--- src/rtl/paralelo_serial.sv ---
// paralelo_serial: transmit-side lane serializer.
// Link-layer bytes enter through a valid/ready handshake into a small FIFO and
// leave MSB first, one bit per clk_32f, in 8-bit slots. After reset a preamble
// of comma symbols is sent. Empty slots carry the comma symbol so the receiver
// keeps symbol lock. Bytes equal to the comma value are accepted and discarded.

module paralelo_serial #(
    parameter int         FIFO_DEPTH  = 4,
    parameter int         SYNC_COMMAS = 4,
    parameter logic [7:0] COMMA       = 8'hBC
) (
    input  logic       clk_32f,
    input  logic       reset,
    input  logic       valid_in,
    input  logic [7:0] data_in,
    output logic       ready_out,
    output logic       data_out,
    output logic       tx_active,
    output logic       bc_drop
);

    localparam int PTR_W  = (FIFO_DEPTH > 1) ? $clog2(FIFO_DEPTH) : 1;
    localparam int CNT_W  = PTR_W + 1;
    localparam int SYNC_W = (SYNC_COMMAS > 0) ? $clog2(SYNC_COMMAS + 1) : 1;

    localparam logic [CNT_W-1:0]  CNT_FULL  = CNT_W'(FIFO_DEPTH);
    localparam logic [SYNC_W-1:0] SYNC_LAST = SYNC_W'(SYNC_COMMAS);

    // ST_SYNC: preamble commas only. ST_DATA: slots may carry FIFO bytes.
    typedef enum logic {
        ST_SYNC = 1'b0,
        ST_DATA = 1'b1
    } state_t;

    state_t            r_state;
    state_t            w_state_nxt;

    // Serializer state
    logic [2:0]        r_bit_cnt;
    logic [7:0]        r_byte_cur;
    logic [SYNC_W-1:0] r_sync_cnt;
    logic              r_data_out;
    logic              r_bc_drop;

    // Input FIFO
    logic [7:0]        r_mem [FIFO_DEPTH];
    logic [PTR_W-1:0]  r_wr_ptr;
    logic [PTR_W-1:0]  r_rd_ptr;
    logic [CNT_W-1:0]  r_count;

    // Combinational helpers
    logic              w_ready;
    logic              w_accept;
    logic              w_is_comma;
    logic              w_push;
    logic              w_pop;
    logic              w_slot_end;
    logic              w_fifo_empty;
    logic [7:0]        w_head;
    logic [7:0]        w_byte_nxt;
    logic [SYNC_W-1:0] w_sync_nxt;
    logic [CNT_W-1:0]  w_count_nxt;

    // Handshake and FIFO status decode (registered count only, no input path).
    assign w_ready      = (r_count < CNT_FULL);
    assign w_fifo_empty = (r_count == '0);
    assign w_accept     = valid_in && w_ready;
    assign w_is_comma   = (data_in == COMMA);
    assign w_push       = w_accept && !w_is_comma;
    assign w_slot_end   = (r_bit_cnt == 3'd7);
    assign w_head       = r_mem[r_rd_ptr];

    // Slot scheduler: picks the byte for the next slot and the next FSM state.
    always_comb begin
        w_state_nxt = r_state;
        w_byte_nxt  = r_byte_cur;
        w_sync_nxt  = r_sync_cnt;
        w_pop       = 1'b0;

        if (w_slot_end) begin
            if (r_sync_cnt < SYNC_LAST) begin
                // Still inside the preamble: another comma.
                w_byte_nxt = COMMA;
                w_sync_nxt = r_sync_cnt + 1'b1;
            end else if (!w_fifo_empty) begin
                // Pop decision uses the pre-edge count, so a byte pushed on
                // this same edge into an empty FIFO waits for the next slot.
                w_byte_nxt = w_head;
                w_pop      = 1'b1;
            end else begin
                w_byte_nxt = COMMA;
            end
        end

        case (r_state)
            ST_SYNC: begin
                if (w_slot_end && (r_sync_cnt == SYNC_LAST)) begin
                    w_state_nxt = ST_DATA;
                end
            end
            ST_DATA: begin
                w_state_nxt = ST_DATA;
            end
            default: begin
                w_state_nxt = ST_SYNC;
            end
        endcase
    end

    // FIFO occupancy bookkeeping for the current edge.
    always_comb begin
        w_count_nxt = r_count;
        case ({w_push, w_pop})
            2'b10:   w_count_nxt = r_count + CNT_W'(1);
            2'b01:   w_count_nxt = r_count - CNT_W'(1);
            default: w_count_nxt = r_count;
        endcase
    end

    // FSM state register; reset restarts the preamble.
    always_ff @(posedge clk_32f) begin
        if (!reset) begin
            r_state <= ST_SYNC;
        end else begin
            r_state <= w_state_nxt;
        end
    end

    // Serial shifter: one bit per clock, MSB first; reset aborts the slot and
    // reloads a comma that counts as preamble symbol 1.
    always_ff @(posedge clk_32f) begin
        if (!reset) begin
            r_data_out <= 1'b0;
            r_bit_cnt  <= 3'd0;
            r_byte_cur <= COMMA;
            r_sync_cnt <= SYNC_W'(1);
        end else begin
            r_data_out <= r_byte_cur[3'd7 - r_bit_cnt];
            r_bit_cnt  <= r_bit_cnt + 3'd1;
            r_byte_cur <= w_byte_nxt;
            r_sync_cnt <= w_sync_nxt;
        end
    end

    // FIFO pointers and count; reset flushes any queued bytes.
    always_ff @(posedge clk_32f) begin
        if (!reset) begin
            r_wr_ptr <= '0;
            r_rd_ptr <= '0;
            r_count  <= '0;
        end else begin
            if (w_push) begin
                r_wr_ptr <= r_wr_ptr + 1'b1;
            end
            if (w_pop) begin
                r_rd_ptr <= r_rd_ptr + 1'b1;
            end
            r_count <= w_count_nxt;
        end
    end

    // FIFO storage; contents need no reset because the pointers define validity.
    always_ff @(posedge clk_32f) begin
        if (reset && w_push) begin
            r_mem[r_wr_ptr] <= data_in;
        end
    end

    // Comma filter flag: one-cycle pulse after a comma-valued byte is accepted.
    always_ff @(posedge clk_32f) begin
        if (!reset) begin
            r_bc_drop <= 1'b0;
        end else begin
            r_bc_drop <= w_accept && w_is_comma;
        end
    end

    assign ready_out = w_ready;
    assign data_out  = r_data_out;
    assign tx_active = (r_state == ST_DATA);
    assign bc_drop   = r_bc_drop;

endmodule

--- config.mk ---
export PLATFORM = sky130hd
export DESIGN_NAME = paralelo_serial
export DESIGN_NICKNAME = d
export VERILOG_FILES = /design/src/rtl/paralelo_serial.sv
export SDC_FILE = /design/constraint.sdc
export NUM_CORES = 1
export LEC_CHECK = 0
export ABC_AREA = 1
export CAP_MARGIN = 10
export CORE_ASPECT_RATIO = 0.7
export CORE_UTILIZATION = 62
export CTS_CLUSTER_SIZE = 30
export DETAILED_ROUTE_END_ITERATION = 16
export PLACE_DENSITY = 0.83
export SLEW_MARGIN = 20
export SYNTH_ARGS = -nofsm -noshare
export SYNTH_HDL_FRONTEND = slang
export SYNTH_SLANG_ARGS = --single-unit
--- constraint.sdc ---
create_clock -name clk_32f -period 3.5 [get_ports clk_32f]
set_clock_uncertainty 0.15 [all_clocks]
set_input_delay 1.05 -clock clk_32f [delete_from_list [all_inputs] [get_ports clk_32f]]
set_output_delay 1.05 -clock clk_32f [all_outputs]
set_load 0.01 [all_outputs]
# Yosys cells after proc, flatten, opt, wreduce, memory -nomap -nowiden
# Memory sizes are Yosys's and may differ from the RTL's. A register that Yosys moved wholly into a read port is not among the register bits.
# Index checks and enable logic that the tools add are counted.
[op_classes] n_eq_ne=5 bitwise=1 order_cmp=3 mux=14 div=0 n_reduce_logical=9 add_sub_neg=7 n_mul=0 n_shift=0
[ops] operator="8-bit 2-to-1 mux" count=2
[ops] operator="3-bit by 1-bit adder with 3-bit output, second input constant" count=3
[ops] operator="8-bit == test, second input constant" count=1
[ops] operator="1-bit 2-to-1 mux" count=7
[ops] operator="3-bit == test, second input constant" count=2
[ops] operator="3-bit < comparator, second input constant" count=2
[ops] operator="3-bit case mux with 2 select lines" count=1
[ops] operator="1-bit logical AND" count=5
[ops] operator="2-bit by 1-bit adder with 2-bit output, second input constant" count=2
[ops] operator="3-bit by 4-bit < comparator with 1-bit output, second input constant" count=1
[ops] operator="2-bit 2-to-1 mux" count=2
[ops] operator="1-bit binary-select mux with 3-bit select" count=1
[ops] operator="3-bit zero test" count=1
[ops] operator="3-bit by 1-bit subtractor with 3-bit output, second input constant" count=1
[ops] operator="3-bit subtractor, first input constant" count=1
[ops] operator="2-bit by 1-bit == test with 1-bit output, second input constant" count=1
[ops] operator="2-bit == test, second input constant" count=1
[ops] operator="1-bit case mux with 2 select lines" count=1
[ops] operator="2-bit AND reduction" count=1
[ops] operator="2-bit nonzero test" count=1
[ops] operator="1-bit zero test" count=1
[ops] operator="1-bit inverter" count=1
[totals] mem_count=1 in_bits=11 output_inout_bits=4 rom_bits=0 latch_bits=0 regBits=24 wordCells=49 ramBits=32
[mem_list] memory="r_mem" words=4 word_bits=8 read_ports=1 rd_ports_with_merged_regs=1 write_ports=1 line_no="46" rtl="logic [7:0] r_mem [FIFO_DEPTH];"

# Depth between registers and ports, before layout
# Gate-level depths: netlist of the first run.
[logic_depth] depth_word=6 mapped_depth=15

# Least setup slack after synthesis of the first run
# Ideal clock, no wire load.
[synth_path] path_type="in2reg" startpoint="in data_in[0]" endpoint="reg r_count[2]" setup_slack_ns=0.925 path_stages=12 path_buffers=0 t_required_ns=3.227 setup_time_ns=0.123 t_arrival_ns=2.302 cell_sequence="inv_1 -> nand2_1 -> nor2_1 -> nand2_1 -> nand2_1 -> ha_1 -> inv_1 -> fa_1 -> nand2_1 -> nand3_1 -> o21ai_0 -> a21oi_1"
[synth_between] elab_chain_cells=5 word_cells_on_any_way=7
[synth_lines] element="start: declaration" line_no="15" rtl="input logic [7:0] data_in,"
[synth_lines] element="8-bit == test *" line_no="68" rtl="assign w_is_comma = (data_in == COMMA);"
[synth_lines] element="1-bit zero test *" line_no="69" rtl="assign w_push = w_accept && !w_is_comma;"
[synth_lines] element="1-bit logical AND *" line_no="69"
[synth_lines] element="2-bit by 1-bit == test with 1-bit output or 2-bit == test (tied branches)" line_no="113" rtl="case ({w_push, w_pop})"
[synth_lines] element="3-bit case mux with 2 select lines or 2-bit nonzero test (tied branches)"
[synth_lines] element="end signal: assignment" line_no="158" rtl="r_count <= w_count_nxt;"
[synth_lines] element="end: declaration" line_no="49" rtl="logic [CNT_W-1:0] r_count;"
# Mark *: on every way between the ends. The rest lies on a longest branch, timed or not.
# A chain may end at the register's enable or synchronous reset.

# Worst setup path in the final report of the first run
[layout_path] startpoint="in data_in[2]" endpoint="reg r_count[2]"
# The elaborated chain is that of the path after synthesis.

==> results of run 1 <==
==> power breakdown <==
part	switching [mW]	internal, mW
sequential	0.00976	0.738
clock	0.236	0.247
combinational	0.0475	0.0351
==> cells in the mapped netlist, drive strengths merged <==
| master | count |
|---|---|
| ha | 9 |
| edfxtp | 32 |
| fa | 1 |
| nand2 | 82 |
| a21oi | 13 |
| dfxtp | 26 |
| o21ai | 12 |
| inv | 49 |
| nor2 | 16 |
| xor2 | 1 |
| nand3 | 27 |
| nor4 | 1 |
| buf | 7 |
==> layout make-up <==
cell class                 count  share of cell area, %
timing repair buffer          20                  6.511
multi-input combinational    162                  27.36
sequential                    58                  52.09
tap                           50                  2.200
clock inverter                 5                 0.7479
clock buffer                  11                  4.619
inverter                      49                  6.467
==> per-layer routing <==
metal / up-vias / wire (um) / track usage (%) / part of all wire, %
met1: 822 / 2096 / 31.98 / 46
li1: 921 / - / - / -
met3: 9 / 365 / 9.344 / 8.0
met2: 64 / 1989 / 36.28 / 44
met4: 0 / 96 / 11.32 / 2.1
met5: - / 0 / 0 / 0
==> flip-flops by register name (all words and copies together) (netlist names), named ones only <==
name and flops:
r_mem 32, r_byte_cur 8, r_bit_cnt 3, r_count 3
r_sync_cnt 3, r_rd_ptr 2, r_wr_ptr 2, bc_drop 1
data_out 1, tx_active 1
==> cell families after synthesis <==
| group | after synthesis | share of synthesized area [%] |
|---|---|---|
| DFF | 58 | 59.32 |
| and+or+nand+nor | 126 | 20.49 |
| buffers and inverters | 56 | 9.519 |
| adders and majority gates | 10 | 5.311 |
| xor gates and xnor gates | 1 | 0.3508 |
| AOI/OAI and AO/OA | 25 | 5.010 |
==> path summary, 6_finish.rpt <==
path	startpoint	to	slack, ns	cells after the start
worst max-delay path	data_in[2]	r_count[2]	0.44	12
worst min-delay path	tx_active	tx_active	0.30	2
worst min register to register	tx_active	tx_active	0.30	2
worst max register to register	r_bit_cnt[0]	r_count[2]	0.75	13
==> worst min-delay path, delay by kind of cell (launching register included) <==
family                 cells  cell delay (ns)
DFF                        1             0.31
AOI/OAI and AO/OA          1             0.05
buffers and inverters      1             0.04
==> out/qor.yml, run 1 <==
run_status:
  outcome: "complete, no violations"
final_layout:
  final_layout_size_suffix_gt1_share_pct: 6.885
  fin_area_um2: 2844
  mostFrequentLayoutCells: "nand2_1, inv_1, edfxtp_1, nand3_1, dfxtp_1"
  multi_input_area_um2: 778.2
  instances_no_fill: 355
  layout.cells.most_common: "nand2_1"
  syn_to_final_growth_pct: 13.88
  utilization_pct: 77.00
  ff_latch_area_um2: 1481
  finalNetCount: 321
  n_fill_cell: 260
  diodes: 0
die:
  die_h_um: 55.10
  start_util_pct: 67.62
  ioPinCount: 15
  rows: 18
  dieArea_um2: 4290
  coreArea_um2: 3694
  chipWidth_um: 77.86
place:
  place.gp.congestion: 0.8049
  io_buffers: 14
  post_dp_cell_area_um2: 2691
  place_hpwl_um: 3022
  pre_cts_ws_ns: 0.1560
  dp.cells: 339
sta:
  tns_ns: 0
  max_clock_freq_mhz: 327.2
  tightest_slew_ns: 0.3955
  finalHoldWorstSlack_ns: 0.3017
  finalCritPeriodShare_pct: 87.32
  setup_violations: 0
  layout_setup_ws_ns: 0.4439
  grt_setup_unrepaired: "no"
  slew_headroom_pct: 73.60
  hold_viol_final: 0
  fin_crit_ns: 3.056
  drv_slew: 0
global_route:
  antenna_found_initial: 0
  grt_overflow: 0
  track_usage_pct: 24.34
  grt_max_degree: 18
  grt_pass1_wl_um: 7155
  grt_pass1_vias: 1530
setup_path:
  slowest_stage: "clkdlybuf4s50_1"
  path_common_cell: "nand2_1"
  slowest_delay_ns: 0.58
  critPathBufInv: 2
  cp.arrival_ns: 3.13
  crit_chain: "clkdlybuf4s50_1 -> nand2_1 -> nor2_1 -> nand2_1 -> nand2_1 -> ha_1 -> inv_1 -> fa_1 -> nand2_1 -> nand3_1 -> o21ai_0 -> a21oi_1"
  cp.required_ns: 3.57
  crit_type: "input pin to flip-flop"
  path_max_fanout: 7
  critPathCaptureType: "flip-flop"
  crit_family: "buffers and inverters"
  cp-start-kind: "input pin"
pwr:
  total_power_mw: 1.312
  p_leak_nw: 1.252
  p_per_area_nw_per_um2: 461.4
  peakVddDrop_v: 0.0003415
detailed_routing:
  drcViolationCount: 0
  via_per_inst: 5.115
  drt_iter0_drc: 133
  antenna_left: 0
  firstDrtPassIters: 4
  routedWlPerCell_um: 12.81
  vias: 1816
  wl_um: 4548
clock_tree:
  cts.htree.levels: 3
  clock-sinks: 58
  clk_path_buf_depth: 2
  post_cts_resized: 0
  cts_setup_buffers: 0
  cts_root_buffer: "clkbuf_8"
  cts.clk_slew.worst_paths_ns: 0.06
  hold_buffers: 0
  clock_latency_ns: 0.33
  cts_tree: "done"
  cts_buffers: 9
synth:
  seq_area_frac_synth_pct: 59.32
  syn_area_per_cell_um2: 9.049
  yosys.area.top_type_share_pct: 38.48
  synth_cell_type_count: 17
  netlist_instances: 276
  synth_top_cell_by_area: "edfxtp_1"
  netlist_area_um2: 2497
  synthesis.nets: 297
  synth_seq_cells: 58
  synth_area_leaders: "edfxtp_1, dfxtp_1, nand2_1"
  ys_warn_count: 0
flow_run:
  drv_cap: 0
min_path:
  hold_class: "flip-flop to flip-flop"
(Power assumes the default switching activity.)
==> inputs of run 2 (changes only) <==
Settings changed: CELL_PAD_IN_SITES_DETAIL_PLACEMENT set to 1, CELL_PAD_IN_SITES_GLOBAL_PLACEMENT set to 1, CORE_UTILIZATION 62 to 48, PLACE_DENSITY 0.83 to not set, PLACE_DENSITY_LB_ADDON set to 0.1.
==> run 2 against run 1 <==
Compared with the run above: critical path type unchanged; critical path depth unchanged; fmax up 3.8%; cell count up 5.6%; first-iteration DRC count down 35%; global-route usage up 0.44 points; worst setup slack better by 0.11 ns; flip-flop and latch count unchanged; non-clock buffer count up 1; routed wire length up 28%; register-to-register slack worse by 0.03 ns; final area up 1.8%.
==> out/qor.yml, run 2 (synthesis results as in run 1) <==
setup_path:
  crit_type: "input pin to flip-flop"  # unchanged
  crit_chain: "clkdlybuf4s50_1 -> nand2_1 -> nor2_1 -> nand2_1 -> nand2_1 -> ha_1 -> inv_1 -> fa_1 -> nand2_1 -> nand3_1 -> o21ai_0 -> a21oi_1"  # unchanged
  path_common_cell: "nand2_1"  # unchanged
  slowest_delay_ns: 0.58  # about the same
  r2r-start: "r_bit_cnt[0]"  # unchanged
  worstReg2RegEnd: "r_count[2]"  # unchanged
  cp.required_ns: 3.57  # about the same
  slowest_stage: "clkdlybuf4s50_1"  # unchanged
  cp.arrival_ns: 3.02  # was 3.13 ns
  path_max_fanout: 5  # was 7
  cp-start-kind: "input pin"  # unchanged
  critPathCaptureType: "flip-flop"  # unchanged
  reg2reg_slack_ns: 0.72  # was 0.75 ns
  r2r_cells: 13  # unchanged
final_layout:
  largest_reg_flops: 32  # unchanged
  instances_no_fill: 375  # was 355
  diodes: 0  # unchanged
  mostFrequentLayoutCells: "nand2_1, inv_1, edfxtp_1, nand3_1, dfxtp_1"  # unchanged
  regMostFlops: "r_mem"  # unchanged
  final_layout_size_suffix_gt1_share_pct: 8.170  # was 6.885%
  finalNetCount: 322  # was 321
  syn_to_final_growth_pct: 15.98  # was 13.88%
  layout.cells.most_common: "nand2_1"  # unchanged
  reg_top3: "r_mem (32), r_byte_cur (8)"  # unchanged
sta:
  fin_crit_ns: 2.945  # was 3.056 ns
  tightest_slew_ns: 0.6709  # was 0.3955 ns
  grt_setup_unrepaired: "no"  # unchanged
  hold_viol_final: 0  # unchanged
  slew_headroom_pct: 55.21  # was 73.60%
  max_clock_freq_mhz: 339.5  # was 327.2 MHz
  tns_ns: 0  # unchanged
  setup_violations: 0  # unchanged
  finalCritPeriodShare_pct: 84.15  # was 87.32%
  drv_slew: 0  # unchanged
min_path:
  hold_class: "flip-flop to flip-flop"  # unchanged
  holdCritStartpoint: "tx_active"  # unchanged
  min_path_cells: 2  # unchanged
  hold_path_end: "tx_active"  # unchanged
clock_tree:
  cts_tree: "done"  # unchanged
  cts_buffers: 9  # unchanged
  cts.clk_slew.worst_paths_ns: 0.06  # about the same
  cts_root_buffer: "clkbuf_8"  # unchanged
  clock_latency_ns: 0.34  # was 0.33 ns
  clock-sinks: 58  # unchanged
  post_cts_resized: 0  # unchanged
  cts_setup_buffers: 0  # unchanged
  clk_path_buf_depth: 2  # unchanged
  hold_buffers: 0  # unchanged
  cts.htree.levels: 3  # unchanged
detailed_routing:
  drcViolationCount: 0  # unchanged
  vias: 1870  # was 1816
  antenna_left: 0  # unchanged
  routedWlPerCell_um: 15.47  # was 12.81 um
  via_per_inst: 4.987  # was 5.115
  wl_um: 5802  # was 4548 um
  drt_iter0_drc: 86  # was 133
  firstDrtPassIters: 4  # unchanged
place:
  dp.cells: 359  # was 339
  place.gp.congestion: 0.7728  # was 0.8049
  place_hpwl_um: 3966  # was 3022 um
  io_buffers: 14  # unchanged
global_route:
  grt_pass1_wl_um: 9715  # was 7155 um
  grt_overflow: 0  # unchanged
  antenna_found_initial: 0  # unchanged
  grt_max_degree: 18  # unchanged
  grt_pass1_vias: 1977  # was 1530
  track_usage_pct: 24.78  # was 24.34%
run_status:
  outcome: "complete, no violations"  # unchanged
flow_run:
  drv_cap: 0  # unchanged
die:
  dieArea_um2: 5500  # was 4290 um2
  ioPinCount: 15  # unchanged
  coreArea_um2: 4887  # was 3694 um2
  rows: 21  # was 18
  die_h_um: 62.35  # was 55.10 um
  chipWidth_um: 88.22  # was 77.86 um
  start_util_pct: 51.10  # was 67.62%
pwr:
  p_leak_nw: 1.269  # was 1.252 nW
  peakVddDrop_v: 0.0003370  # was 0.0003415 V
  p_per_area_nw_per_um2: 477.6  # was 461.4 nW/um2
==> run 2: stage by stage <==
step	hold slack (ns)	worst slack, ns	util (%)	instance area, um2	total power [mW]
finish	0.2983	0.5547	59.27	2897	1.383
global route	0.3403	0.3600	59.27	2897	1.431
CTS	0.3033	0.5490	59.27	2897	1.389
detailed placement	0.2943	0.2024	55.71	2723	0.8502
global placement	0.2879	0.3190	55.71	2723	0.8448
floorplan	0.2725	0.9255	-	2497	0.8076
==> run 2: worst max path at each step <==
stage | from | end | slack [ns] | cells past startpoint
2_1_floorplan | data_in[0] | r_count[2] | 0.93 | 12
3_3_place_gp | data_in[4] | r_count[2] | 0.32 | 12
3_5_place_dp | data_in[4] | r_count[2] | 0.20 | 12
4_1_cts | data_in[4] | r_count[2] | 0.55 | 12
5_1_grt | data_in[4] | r_count[2] | 0.36 | 12
6_report | data_in[4] | r_count[2] | 0.55 | 12
==> run 2: layout make-up <==
type / instances / area [um2]
Tap cell: 69 / 86.33
Clock buffer: 13 / 158.9
Multi-Input combinational cell: 162 / 778.2
Clock inverter: 3 / 15.01
Fill cell: 600 / 1991
Inverter: 49 / 183.9
Sequential cell: 58 / 1481
Timing Repair Buffer: 21 / 192.7
==> run 2: power breakdown <==
group          switching [mW]  internal (mW)
logic                  0.0520         0.0361
registers              0.0113          0.737
clock network           0.254          0.292
total                   0.318           1.07
==> run 2: critical path, delay by kind of cell <==
kind	cells	cell delay (ns)
AOI/OAI and AO/OA	2	0.22
buffers and inverters	2	0.65
adders and majority gates	2	0.54
and+or+nand+nor	6	0.55
==> run 2: routing by layer <==
metal | share of wire [%] | track usage [%]
met3 | 3.9 | 7.580
met1 | 48 | 31.91
met2 | 46 | 39.04
met4 | 1.8 | 9.476
met5 | 0 | 0
==> inputs of run 3 (changes only) <==
Settings changed: CORE_UTILIZATION 48 to 45.
Clock period 3.5 ns to 2.8 ns, I/O delays scaled along.
==> run 3 against run 2 <==
Compared with the run above: register-to-register slack lost 0.27 ns; worst hold slack better by 0.0077 ns; routed wire length rose by 4.1%; clock-buffer cell count is 4 lower; via count is 1.8% higher; sequential power rose by 25%; sequential share of layout area decreased by 2.3 points; critical path depth stayed put.
==> out/qor.yml, run 3 (synthesis results as in run 1) <==
die:
  start_util_pct: 47.25  # was 51.10%
  rows: 22  # was 21
  chipWidth_um: 91.04  # was 88.22 um
  coreArea_um2: 5285  # was 4887 um2
  die_h_um: 64.33  # was 62.35 um
  ioPinCount: 15  # unchanged
  dieArea_um2: 5857  # was 5500 um2
flow_run:
  drv_cap: 0  # unchanged
setup_path:
  crit_type: "input pin to flip-flop"  # unchanged
  slowest_delay_ns: 0.47  # was 0.58 ns
  r2r_cells: 13  # unchanged
  path_common_cell: "nand2_1"  # unchanged
  cp.required_ns: 2.88  # was 3.57 ns
  cp-start-kind: "input pin"  # unchanged
  critPathBufInv: 2  # unchanged
  cp.arrival_ns: 2.72  # was 3.02 ns
  cp.depth: 12  # unchanged
  worstReg2RegEnd: "r_count[2]"  # unchanged
  crit_family: "simple AND/OR/NAND/NOR gates"  # was buffers and inverters
  path_max_fanout: 2  # was 5
  crit_chain: "clkdlybuf4s50_1 -> nand2_1 -> nor2_1 -> nand2_1 -> nand2_1 -> ha_1 -> inv_1 -> fa_1 -> nand2_1 -> nand3_1 -> o21ai_1 -> a21oi_1"  # was clkdlybuf4s50_1 -> nand2_1 -> nor2_1 -> nand2_1 -> nand2_1 -> ha_1 -> inv_1 -> fa_1 -> nand2_1 -> nand3_1 -> o21ai_0 -> a21oi_1
  slowest_stage: "clkdlybuf4s50_1"  # unchanged
  crit_path_start: "data_in[3]"  # was data_in[4]
  r2r-start: "r_bit_cnt[1]"  # was r_bit_cnt[0]
  reg2reg_slack_ns: 0.45  # was 0.72 ns
  critPathCaptureType: "flip-flop"  # unchanged
global_route:
  grt_overflow: 0  # unchanged
  grt_max_degree: 18  # unchanged
  grt_pass1_vias: 1961  # was 1977
  track_usage_pct: 22.85  # was 24.78%
  antenna_found_initial: 0  # unchanged
  grt_pass1_wl_um: 9701  # was 9715 um
detailed_routing:
  wl_um: 6042  # was 5802 um
  drt_iter0_drc: 77  # was 86
  met1_length_um: 2807  # was 2804 um
  top_layer: "met4"  # unchanged
  route.met3.wl_um: 225  # was 224 um
  firstDrtPassIters: 4  # unchanged
  antenna_left: 0  # unchanged
  vias: 1904  # was 1870
  routedWlPerCell_um: 15.61  # was 15.47 um
  via_per_inst: 4.920  # was 4.987
  drcViolationCount: 0  # unchanged
  wl_met2_um: 2898  # was 2669 um
clock_tree:
  cts_setup_buffers: 0  # unchanged
  cts_tree: "done"  # unchanged
  cts_root_buffer: "clkbuf_8"  # unchanged
  cts_buffers: 9  # unchanged
  clock_latency_ns: 0.34  # about the same
  hold_buffers: 0  # unchanged
  clock-sinks: 58  # unchanged
  cts.htree.levels: 3  # unchanged
  cts.clk_slew.worst_paths_ns: 0.06  # about the same
  post_cts_resized: 0  # unchanged
  clk_path_buf_depth: 2  # unchanged
pwr:
  peakVddDrop_v: 0.0002925  # was 0.0003370 V
  total_power_mw: 1.967  # was 1.383 mW
  p_leak_nw: 1.366  # was 1.269 nW
  p_per_area_nw_per_um2: 648.5  # was 477.6 nW/um2
final_layout:
  diodes: 0  # unchanged
  regMostFlops: "r_mem"  # unchanged
  syn_to_final_growth_pct: 21.44  # was 15.98%
  fin_area_um2: 3033  # was 2897 um2
  final_layout_size_suffix_gt1_share_pct: 10.79  # was 8.170%
  layout.cells.most_common: "nand2_1"  # unchanged
  mostFrequentLayoutCells: "nand2_1, inv_1, edfxtp_1, nand3_1, dfxtp_1"  # unchanged
  n_fill_cell: 633  # was 600
  ff_latch_area_um2: 1481  # unchanged
  reg_top3: "r_mem (32), r_byte_cur (8)"  # unchanged
  instances_no_fill: 387  # was 375
  largest_reg_flops: 32  # unchanged
  multi_input_area_um2: 778.2  # unchanged
  finalNetCount: 331  # was 322
sta:
  finalCritPeriodShare_pct: 94.11
  setup_violations: 0  # unchanged
  tns_ns: 0  # unchanged
  finalHoldWorstSlack_ns: 0.3060  # was 0.2983 ns
  slew_headroom_pct: 72.67  # was 55.21%
  drv_slew: 0  # unchanged
  fin_crit_ns: 2.635
  hold_viol_final: 0  # unchanged
  max_clock_freq_mhz: 379.5
  grt_setup_unrepaired: "no"  # unchanged
  tightest_slew_ns: 0.4094  # was 0.6709 ns
min_path:
  holdCritStartpoint: "tx_active"  # unchanged
  hold_class: "flip-flop to flip-flop"  # unchanged
  hold_path_end: "tx_active"  # unchanged
  min_path_cells: 2  # unchanged
place:
  place.gp.congestion: 0.7234  # was 0.7728
  io_buffers: 14  # unchanged
  dp.cells: 371  # was 359
  place_hpwl_um: 4128  # was 3966 um
  post_dp_cell_area_um2: 2794  # was 2723 um2
run_status:
  outcome: "complete, no violations"  # unchanged
run 3: cell count changes in the layout (fill, tap and decap cells not counted), moves of 2 or more:
cell,before,now
clkinv_1,0,2
clkbuf_1,2,0
dlymetal6s2s_1,0,3
clkbuf_8,11,9
bufinv_16,0,3
buf_4,7,16
clkdlybuf4s50_1,14,11
run 3: layout make-up:
cell class              count  share of cell area [%]
clock inverters             7                   3.548
well taps                  72                   2.970
clock buffers               9                   4.084
inverters                  49                   6.064
multi-input cells         162                   25.66
repair buffers             30                   8.828
flip-flops and latches     58                   48.84
run 3: metal layers:
metal | track usage [%] | vias up
met5 | 0 | -
met4 | 8.929 | 0
met3 | 6.429 | 12
met2 | 38.92 | 32
met1 | 27.64 | 921
li1 | - | 939
run 3: worst reg2reg max path, stage by stage (launching register included):
cell     delay [ns]
dfxtp_1        0.40
ha_1           0.23
ha_1           0.19
nand2_1        0.06
inv_1          0.09
nand2_2        0.08
inv_2          0.07
ha_1           0.15
inv_1          0.06
fa_1           0.40
nand2_1        0.09
nand3_1        0.09
o21ai_1        0.12
a21oi_1        0.05
run 3: through the flow:
step / utilization (%) / setup WS [ns]
2_1_floorplan: - / 0.4355
3_3_place_gp: 52.86 / -0.1482
3_5_place_dp: 52.86 / -0.2573
4_1_cts: 57.24 / 0.07249
5_1_grt: 57.39 / 0.02692
6_report: 57.39 / 0.1649
run 3: worst max-delay path by stage:
stage / to
finish: r_count[2]
global route: r_count[2]
floorplan: r_count[2]
detailed placement: r_count[2]
CTS: r_count[2]
global placement: r_count[2]
run 3: report_power, final:
part	switching [mW]	leakage (nW)	internal, mW
logic	0.0677	0.746	0.0505
clock network	0.333	0.118	0.582
registers	0.0126	0.502	0.922
